===== src/rtl/truth_table_sweeper.sv =====
// Drives a 3-input gate through all eight input vectors, samples its synchronised output
// after a programmable settle time and compares the observed truth table against a rule code.
module truth_table_sweeper #(
    parameter logic [7:0] EXPECTED      = 8'h82,
    parameter int         SETTLE_CYCLES = 16,
    parameter int         CNT_W         = 8
) (
    input  logic       clk,
    input  logic       rst_n,
    input  logic       start,
    output logic       in1,
    output logic       in2,
    output logic       in3,
    input  logic       gate_out,
    output logic       busy,
    output logic       done,
    output logic [7:0] table_out,
    output logic       match,
    output logic [7:0] mismatch_mask
);

    typedef enum logic [1:0] {
        IDLE   = 2'd0,
        SETTLE = 2'd1,
        SAMPLE = 2'd2,
        DONE   = 2'd3
    } state_t;

    localparam logic [CNT_W-1:0] RELOAD = CNT_W'(SETTLE_CYCLES - 1);

    state_t           state_reg, state_next;
    logic [2:0]       idx_reg, idx_next;
    logic [CNT_W-1:0] cnt_reg, cnt_next;
    logic [7:0]       table_reg, table_next;
    logic             match_reg, match_next;
    logic [7:0]       mask_reg, mask_next;
    logic             sync1_reg, gate_s_reg;
    logic             accept;
    logic             sample_en;

    assign accept    = (state_reg == IDLE) && start;
    assign sample_en = (state_reg == SAMPLE);

    // gate_out is unrelated to clk, so only the second flop is ever looked at
    always_ff @(posedge clk) begin
        if (!rst_n) begin
            sync1_reg  <= 1'b0;
            gate_s_reg <= 1'b0;
        end else begin
            sync1_reg  <= gate_out;
            gate_s_reg <= sync1_reg;
        end
    end

    // Each table bit owns one vector: bit [7-idx] is written only while that idx is sampled
    generate
        for (genvar gi = 0; gi < 8; gi++) begin : g_slot
            localparam logic [2:0] SLOT_IDX = 3'(7 - gi);
            always_comb begin
                table_next[gi] = table_reg[gi];
                if (accept) begin
                    table_next[gi] = 1'b0;
                end else if (sample_en && (idx_reg == SLOT_IDX)) begin
                    table_next[gi] = gate_s_reg;
                end
            end
        end
    endgenerate

    always_comb begin
        state_next = state_reg;
        idx_next   = idx_reg;
        cnt_next   = cnt_reg;
        match_next = match_reg;
        mask_next  = mask_reg;
        case (state_reg)
            IDLE: begin
                if (start) begin
                    state_next = SETTLE;
                    idx_next   = 3'd0;
                    cnt_next   = RELOAD;
                    match_next = 1'b0;
                    mask_next  = 8'h00;
                end
            end
            SETTLE: begin
                if (cnt_reg == '0) begin
                    state_next = SAMPLE;
                end else begin
                    cnt_next = cnt_reg - CNT_W'(1);
                end
            end
            SAMPLE: begin
                if (idx_reg == 3'd7) begin
                    // Compare against the table including this final bit so the verdict is ready in DONE
                    state_next = DONE;
                    match_next = (table_next == EXPECTED);
                    mask_next  = table_next ^ EXPECTED;
                end else begin
                    state_next = SETTLE;
                    idx_next   = idx_reg + 3'd1;
                    cnt_next   = RELOAD;
                end
            end
            DONE: begin
                state_next = IDLE;
            end
            default: begin
                state_next = IDLE;
            end
        endcase
    end

    always_ff @(posedge clk) begin
        if (!rst_n) begin
            state_reg <= IDLE;
            idx_reg   <= 3'd0;
            cnt_reg   <= '0;
            table_reg <= 8'h00;
            match_reg <= 1'b0;
            mask_reg  <= 8'h00;
        end else begin
            state_reg <= state_next;
            idx_reg   <= idx_next;
            cnt_reg   <= cnt_next;
            table_reg <= table_next;
            match_reg <= match_next;
            mask_reg  <= mask_next;
        end
    end

    // The vector index doubles as the gate drive; it rests at 111 after a sweep
    assign in1           = idx_reg[2];
    assign in2           = idx_reg[1];
    assign in3           = idx_reg[0];
    assign busy          = (state_reg == SETTLE) || (state_reg == SAMPLE);
    assign done          = (state_reg == DONE);
    assign table_out     = table_reg;
    assign match         = match_reg;
    assign mismatch_mask = mask_reg;

endmodule


===== config.mk =====
export PLATFORM = sky130hd
export DESIGN_NAME = truth_table_sweeper
export DESIGN_NICKNAME = d
export VERILOG_FILES = /design/src/rtl/truth_table_sweeper.sv
export SDC_FILE = /design/constraint.sdc
export NUM_CORES = 1
export LEC_CHECK = 0
export ABC_AREA = 1
export CORE_ASPECT_RATIO = 1.2
export CORE_MARGIN = 2
export CORE_UTILIZATION = 50
export DETAILED_ROUTE_END_ITERATION = 12
export PLACE_DENSITY = 0.74
export SYNTH_ARGS = -nofsm -noshare
export SYNTH_HDL_FRONTEND = slang
export SYNTH_SLANG_ARGS = --single-unit

===== constraint.sdc =====
create_clock -name clk -period 2 [get_ports clk]
set_input_delay 0.2 -clock clk [delete_from_list [all_inputs] [get_ports clk]]
set_output_delay 0.2 -clock clk [all_outputs]
set_load 0.02 [all_outputs]

After elaboration in Yosys (flattened, before gate mapping)
Cells that the tools add are included.
{"block": "word_totals", "memories": 0, "rom_bits": 0, "latch_bits": 0, "ram_bits": 0, "input_bits": 4, "regBits": 32, "out_inout_bits": 22, "word_cells": 79}
{"block": "op_classes", "n_div": 0, "addsub": 2, "order_cmp": 0, "n_reduce_logical": 19, "n_mul": 0, "shift": 0, "n_mux": 33, "bitwise_logic": 1, "n_eq_ne": 16}
{"cell": "$mux 8", "n": 5}
{"cell": "$pmux 8 s3", "n": 1}
{"cell": "$mux 1", "n": 18}
{"cell": "$pmux 8 s2", "n": 1}
{"cell": "$eq 3x3->1 const B", "n": 4}
{"cell": "$logic_and 1x1->1", "n": 9}
{"cell": "$eq 8x8->1 const B", "n": 1}
{"cell": "$logic_not 8->1", "n": 1}
{"cell": "$ne 2x2->1 const B", "n": 4}
{"cell": "$pmux 2 s4", "n": 1}
{"cell": "$sub 8x1->8 const B", "n": 1}
{"cell": "$eq 3x2->1 const B", "n": 2}
{"cell": "$mux 2", "n": 3}
{"cell": "$mux 3", "n": 2}
{"cell": "$pmux 3 s2", "n": 1}
{"cell": "$reduce_and 3->1", "n": 2}
{"cell": "$eq 2x2->1 const B", "n": 2}
{"cell": "$reduce_and 4->1", "n": 1}
{"cell": "$add 3x1->3 const B", "n": 1}
{"cell": "$eq 3x1->1 const B", "n": 1}
{"cell": "$logic_not 3->1", "n": 1}
{"cell": "$reduce_bool 3->1", "n": 1}
{"cell": "$eq 2x1->1 const B", "n": 1}
{"cell": "$logic_not 2->1", "n": 1}
{"cell": "6 further kinds", "n": 6}

Depth between registers and ports, before layout
Gate-level depths: netlist of the first run.
{"block": "depth", "word_depth": 7, "mapped_depth": 11, "mapped_depth_nobuf": 10}

Worst setup path after synthesis of the first run
No wires, ideal clock.
{"block": "synth_timing", "path_kind": "register to register", "start": "register idx_reg[0]", "end": "register match_reg, in the netlist match", "setup_time_ps": 71, "path_buffers": 0, "required_time_ps": 1929, "t_arrival_ps": 1553, "slack_ps": 376, "stages_incl_launch_ff": 9, "period_less_slack_ps": 1624, "path_cell_list": "dfxtp_1 -> ha_1 -> ha_1 -> nand2_2 -> nor2_4 -> nand3_1 -> nor2_1 -> nand2_1 -> a21oi_1"}
{"block": "synth_between", "elab_chain_cells": 7, "word_cells_on_any_way": 37, "classes_between": "eq/ne (9); mux (18); reduce/logical (10)"}
{"item": "start, declared", "line_no": "32", "source": "logic [2:0] idx_reg, idx_next;"}
{"item": "start signal, assigned", "line_no": "124", "source": "idx_reg <= idx_next;"}
{"item": "$eq 3x3->1 (tied with other cells)", "line_no": "63, 94"}
{"item": "$logic_and 1x1->1", "line_no": "63", "source": "end else if (sample_en && (idx_reg == SLOT_IDX)) begin"}
{"item": "$mux 1", "line_no": "63"}
{"item": "$mux 1", "line_no": "61", "source": "if (accept) begin"}
{"item": "$eq 8x8->1", "line_no": "97", "source": "match_next = (table_next == EXPECTED);"}
{"item": "$mux 1", "line_no": "94", "source": "if (idx_reg == 3'd7) begin"}
{"item": "$pmux 1 s2", "line_no": "76", "source": "case (state_reg)"}
{"item": "end signal, assigned", "line_no": "127", "source": "match_reg <= match_next;"}
{"item": "end, declared", "line_no": "35", "source": "logic match_reg, match_next;"}
Several ways; a longest one is shown, not always the timed one. The select of a mux whose other input is x is not followed.
A chain may end at the register's enable or synchronous reset.

Final worst setup path of the first run
{"block": "layout_timing", "start": "register state_reg[1]", "end": "output busy"}
{"block": "layout_between", "elab_chain_cells": 2, "word_cells_on_any_way": 3, "classes_between": "eq/ne (2); reduce/logical (1)"}
{"item": "start, declared", "line_no": "31", "source": "state_t state_reg, state_next;"}
{"item": "start signal, assigned", "line_no": "123", "source": "state_reg <= state_next;"}
{"item": "$eq 2x1->1 / $eq 2x2->1 (equally long branches)", "line_no": "136", "source": "assign busy = (state_reg == SETTLE) || (state_reg == SAMPLE);"}
{"item": "$logic_or 1x1->1 (*)", "line_no": "136"}
{"item": "end, declared", "line_no": "15", "source": "output logic busy,"}
Every way passes the cells marked *; elsewhere a longest branch is shown, timed or not.

==> metrics.txt, run 1 <==
diode count=0; clk buf depth=2; crit path max fanout=4; CTS tree=done; max_cap viols=0; FF+latch count, synth=32; DIE AREA=0.004043 sq mm; post-synthesis cell type count=28; worst reg2reg setup slack=0.27 ns; Register-to-Register Path Depth=10; Post-CTS Hold Buffers=0; Power, Total=2.668 mW; Final ANT Viol Nets=0; Leak=0.9455 nW; GRT Overall Usage=21.94%; # port buffers=25; final clock skew=0.004815 ns; H-tree levels=2; met3 WL post-DR=159 microns; critical hold path startpoint=sync1_reg$_SDFF_PN0_; maximum number of pins on one net before global-route repair=16; Die Wd=58.38 microns; CP Capture Type=output pin; met2 WL=1959 microns; drt initial violations=92; sequential area share after synthesis=36.11%; Ys Warns=0; post-synth top area share=36.11%; Filler cells=312; fmax=534.7 MHz; top sig layer=met4; DIE HEIGHT=69.26 microns; Req. time, crit path=1.80 ns; Reg-to-Reg Start=state_reg[0]$_SDFFE_PN0P_; DPL Wire Length=2923 microns; fraction of layout cells with a size suffix above 1=11.59%; CTS root buf=clkbuf_8; Synth Cell Area=0.001774 sq mm; Crit path largest cell delay=0.60 ns; Setup TNS=0 ns; Site Rows=23; Setup Fix Bufs, Post-CTS=0; min Tclk post-route=1.870 ns; crit-path cells=inv_1, ha_1, clkdlybuf4s50_1; initial antenna violation count=0; core box area=0.003367 sq mm; Remaining Overflow, GRT=0; Crit path arrival time=1.67 ns; final setup violation count=0; clock sink count=32; Initial Util=52.69%; GPL Wtd Cong=0.8725; PwrDens=1221 mW/mm^2; NumNets Final=292; RSZ-0062 raised after global routing=false; clk slew on worst S/H paths=0.07 ns; CP max-delay cell=clkdlybuf4s50_1; DRC=0; Max rail drop VDD=0.001145 V; Tcrit/Tclk final=93.52%; Hold Vio Cnt, Final=0; Slew Limit Fails=0; synth top area cells=dfxtp_1, nand2_1, ha_1; # IOs=26; Hold Crit Class=reg2reg; outcome=completed; Max-slew headroom=78.68%; syn_area_per_cell=7.301 sq um; vias in the first global route=1555; met1 wire length=1789 microns; post-DR vias/cell=5.233; final wirelength=3984 microns; Gate Count Post-Synth=243; worst setup path start=state_reg[1]$_SDFFE_PN0P_; CTS resizes=0; Routed WL per cell=12.73 microns; Skew-Pair Late Insertion Delay=0.29 ns; Syn Nets=260; Hold Crit Depth=2; CTS Buf Count=5; cell taking the most area after synthesis=dfxtp_1; first-pass GRT wire length=6879 microns; drt first pass iters=4; Worst-Margin Slew=0.3194 ns; Layout area overhead=23.20%; DR vias=1638; Crit Path Class=reg2out; startpoint types=flop
## cells by family after synthesis
logic type / synth area share (%)
simple gates: 38.72
buf+inv: 8.462
flops: 36.11
compound gates: 7.546
fa+ha+maj: 9.168
## cells in the mapped netlist
cell      instances
a21oi_1          12
a21oi_2           3
a32o_1            2
buf_4             1
buf_6             2
clkbuf_1          2
clkinv_1          1
dfxtp_1          32
ha_1             13
inv_1            26
inv_2             3
nand2_1          60
nand2_2           2
nand2_4           4
nand3_1          32
nand3_2           1
nand3_4           1
nand4_1           7
nor2_1           25
nor2_2            1
nor2_4            2
nor2_8            1
nor3_1            2
nor3b_1           1
o21ai_0           4
o21bai_1          1
or2_1             1
or2_2             1
## metrics by stage
step	hold WS (ns)	setup WS (ns)	utilization [%]	std cells	cell area (sq um)
CTS	0.4309	0.1198	64.92	313	2186
detailed placement	0.4143	0.2958	61.50	305	2071
global route	0.4469	0.06604	64.92	313	2186
floorplan	0.2976	0.3760	-	243	1774
global placement	0.3963	0.3577	61.50	305	2071
finish	0.4264	0.1297	64.92	313	2186
## routing by layer
metal	vias up	GRT usage, %
li1	843	-
met1	753	27.41
met2	35	36.20
met3	7	3.918
met4	0	9.302
met5	-	0
## area by class of cell
type                            instances  area, sq um  area share [%]
Inverter                               30        112.6           5.152
Clock buffer                            5        68.82           3.148
Tap cell                               37        46.29           2.118
Sequential cell                        32        640.6           29.31
Clock inverter                          3        46.29           2.118
Multi-Input combinational cell        176        983.4           44.99
Timing Repair Buffer                   30        287.8           13.17
## report_power, final
group / leakage (nW) / total, mW / switching (mW) / internal (mW)
clock network: 0.0548 / 0.642 / 0.267 / 0.375
logic: 0.631 / 1.24 / 0.824 / 0.420
registers: 0.260 / 0.782 / 0.0691 / 0.713
## critical path: cells and delay by family (launching register included)
kind / cells / cell delay, ns
adder cells (fa/ha/maj): 1 / 0.29
flip-flops: 1 / 0.39
buffers and inverters: 2 / 0.71
## placed cells by master, fill, tap and decap left out, drive strengths merged
| master | count |
|---|---|
| nor2 | 29 |
| dfxtp | 32 |
| nand4 | 7 |
| o21bai | 1 |
| a21oi | 15 |
| ha | 13 |
| buf | 5 |
| clkinvlp | 1 |
| nor3 | 2 |
| o21ai | 4 |
| clkbuf | 5 |
| nor3b | 1 |
| clkinv | 1 |
| nand3 | 34 |
| nand2 | 66 |
| clkdlybuf4s50 | 25 |
| bufinv | 1 |
| inv | 30 |
| or2 | 2 |
| a32o | 2 |
## worst paths after layout
| path | endpoint |
|---|---|
| setup / recovery | busy |
| hold / removal | gate_s_reg$_SDFF_PN0_ |
| setup reg to reg | match$_SDFFE_PN0P_ |
| hold reg to reg | gate_s_reg$_SDFF_PN0_ |
Power figures use the tool's default switching activity.
==> run 2, diff against run 1 <==
- CTS_BUF_LIST: default -> sky130_fd_sc_hd__clkbuf_2 sky130_fd_sc_hd__clkbuf_4 sky130_fd_sc_hd__clkbuf_8
==> results of run 2 <==
No change in the layout: final DEF, timing and power equal those of run 1.
==> run 3, diff against run 2 <==
- CTS_BUF_LIST: sky130_fd_sc_hd__clkbuf_2 sky130_fd_sc_hd__clkbuf_4 sky130_fd_sc_hd__clkbuf_8 -> sky130_fd_sc_hd__clkbuf_8
- SETUP_SLACK_MARGIN: default -> 0.3
==> metrics.txt, run 3 (synthesized netlist as in run 1, its figures left out) <==
max_cap viols=0 (unchanged); global routing's busiest layer=met2 (unchanged); RSZ-0062 raised after global routing=true (was false); clock sink count=32 (unchanged); Setup TNS=0 ns (unchanged); DIE AREA=0.004043 sq mm (unchanged); fmax=587.2 MHz (was 534.7 MHz); DPL Wire Length=2923 microns (unchanged); Crit path arrival time=1.92 ns (was 1.67 ns); Remaining Overflow, GRT=0 (unchanged); most frequent cells in the layout=nand2_1, nand3_1, dfxtp_1 (unchanged); worst setup margin=0.2970 ns (was 0.1297 ns); Die Wd=58.38 microns (unchanged); initial antenna violation count=0 (unchanged); drt initial violations=93 (was 92); Skew-Pair Late Insertion Delay=0.29 ns (about the same); DRC=0 (unchanged); Crit Path Class=reg2reg (was reg2out); clk buf depth=2 (unchanged); Inst Count DP=305 (unchanged); outcome=completed (unchanged); drt first pass iters=4 (unchanged); core box area=0.003367 sq mm (unchanged); diode count=0 (unchanged); dpl ws=0.2958 ns (unchanged); Post-CTS Hold Buffers=0 (unchanged); Max rail drop VDD=0.001150 V (was 0.001145 V); final setup violation count=0 (unchanged); CTS root buf=clkbuf_8 (unchanged); # IOs=26 (unchanged); first-pass GRT wire length=6893 microns (was 6879 microns); Max-slew headroom=79.02% (was 78.68%); crit path max fanout=9 (was 4); Final ANT Viol Nets=0 (unchanged); CP Capture Type=flop (was output pin); GPL Wtd Cong=0.8725 (unchanged); CTS Buf Count=5 (unchanged); NumNets Final=294 (was 292); DIE HEIGHT=69.26 microns (unchanged); most common cell after layout, fill and taps aside=nand2_1 (unchanged); GRT Overall Usage=21.97% (was 21.94%); met2 usage=36.33% (was 36.20%); Tcrit/Tclk final=85.15% (was 93.52%); vias in the first global route=1561 (was 1555); CTS tree=done (unchanged); Layout area overhead=24.68% (was 23.20%); non-filler instance count after layout=315 (was 313); PwrDens=1209 mW/mm^2 (was 1221 mW/mm^2); min Tclk post-route=1.703 ns (was 1.870 ns); DR vias=1662 (was 1638); clk slew on worst S/H paths=0.07 ns (about the same); final clock skew=0.004578 ns (was 0.004815 ns); Slew Limit Fails=0 (unchanged); final wirelength=4049 microns (was 3984 microns); # port buffers=25 (unchanged); Initial Util=52.69% (unchanged); Routed WL per cell=12.85 microns (was 12.73 microns); CP max-delay cell=dfxtp_1 (was clkdlybuf4s50_1); Site Rows=23 (unchanged); startpoint types=flop (unchanged); Power, Total=2.675 mW (was 2.668 mW); Crit path largest cell delay=0.39 ns (was 0.60 ns); H-tree levels=2 (unchanged); M1 GR Usage=27.41% (unchanged); Hold Vio Cnt, Final=0 (unchanged); fraction of layout cells with a size suffix above 1=14.03% (was 11.59%); post-DR vias/cell=5.276 (was 5.233); Leak=0.9593 nW (was 0.9455 nW); Hold Worst Slack=0.4272 ns (was 0.4264 ns); Worst-Margin Slew=0.3143 ns (was 0.3194 ns); Hold Crit Class=reg2reg (unchanged); maximum number of pins on one net before global-route repair=16 (unchanged); met3 Use GR=3.918% (unchanged); crit-path cells=inv_1, ha_1, inv_2, nor2_4, a21oi_2, nand3_4, nand2_4, nand2_1, a21oi_1 (was inv_1, ha_1, clkdlybuf4s50_1); Req. time, crit path=2.22 ns (was 1.80 ns)
-- run 3: changes by cell type in the layout (fill, tap and decap cells not counted), sizes merged --
cell           change
dlygate4sd2        +1
buf                +2
clkdlybuf4s50      -1
-- run 3: area by class of cell --
class / count / area (sq um)
clock buffer: 5 / 68.82
fill: 307 / 1155
timing repair buffer: 32 / 301.5
clock inverter: 3 / 46.29
inverter: 30 / 112.6
multi-input combinational: 176 / 993.5
tap: 37 / 46.29
sequential: 32 / 643.1
-- run 3: what timing repair did --
| item | 4_1_cts | 5_1_grt |
|---|---|---|
| pin swaps | 0 | 1 |
| setup endpoints to repair | 3 | 17 |
| setup buffers | 0 | 2 |
| resized for setup | 1 | 6 |
-- run 3: critical path: cells and delay by family, from the launching register on --
family	cells	cell delay (ns)
adder cells (fa/ha/maj)	1	0.22
buffers and inverters	2	0.21
AO/OA/AOI/OAI	2	0.34
flip-flops	1	0.39
AND/OR/NAND/NOR	4	0.46
-- run 3: metal layers --
metal	up-vias	share of wire, %	wire length, microns
met5	-	0	0
met4	0	1.9	77
met3	7	4.5	182
met2	45	49	1984
met1	762	45	1805
li1	848	-	-
-- run 3: metrics by stage --
step / utilization, % / instance area, sq um
after floorplan: - / 1774
after global placement: 61.50 / 2071
after detailed placement: 61.50 / 2071
after CTS: 64.88 / 2185
after global routing: 65.70 / 2212
final: 65.70 / 2212
-- run 3: report_power, final --
group	total [mW]	switching [mW]	internal [mW]
clock	0.645	0.270	0.375
combinational	1.24	0.829	0.414
sequential	0.786	0.0711	0.715
-- run 3: path summary, 6_finish.rpt --
check	slack [ns]	endpoint	startpoint	cells after the start
min reg2reg	0.43	gate_s_reg$_SDFF_PN0_	sync1_reg$_SDFF_PN0_	2
max	0.30	cnt_reg[3]$_SDFFE_PN0P_	state_reg[1]$_SDFFE_PN0P_	9
min	0.43	gate_s_reg$_SDFF_PN0_	sync1_reg$_SDFF_PN0_	2
max reg2reg	0.30	cnt_reg[3]$_SDFFE_PN0P_	state_reg[1]$_SDFFE_PN0P_	9
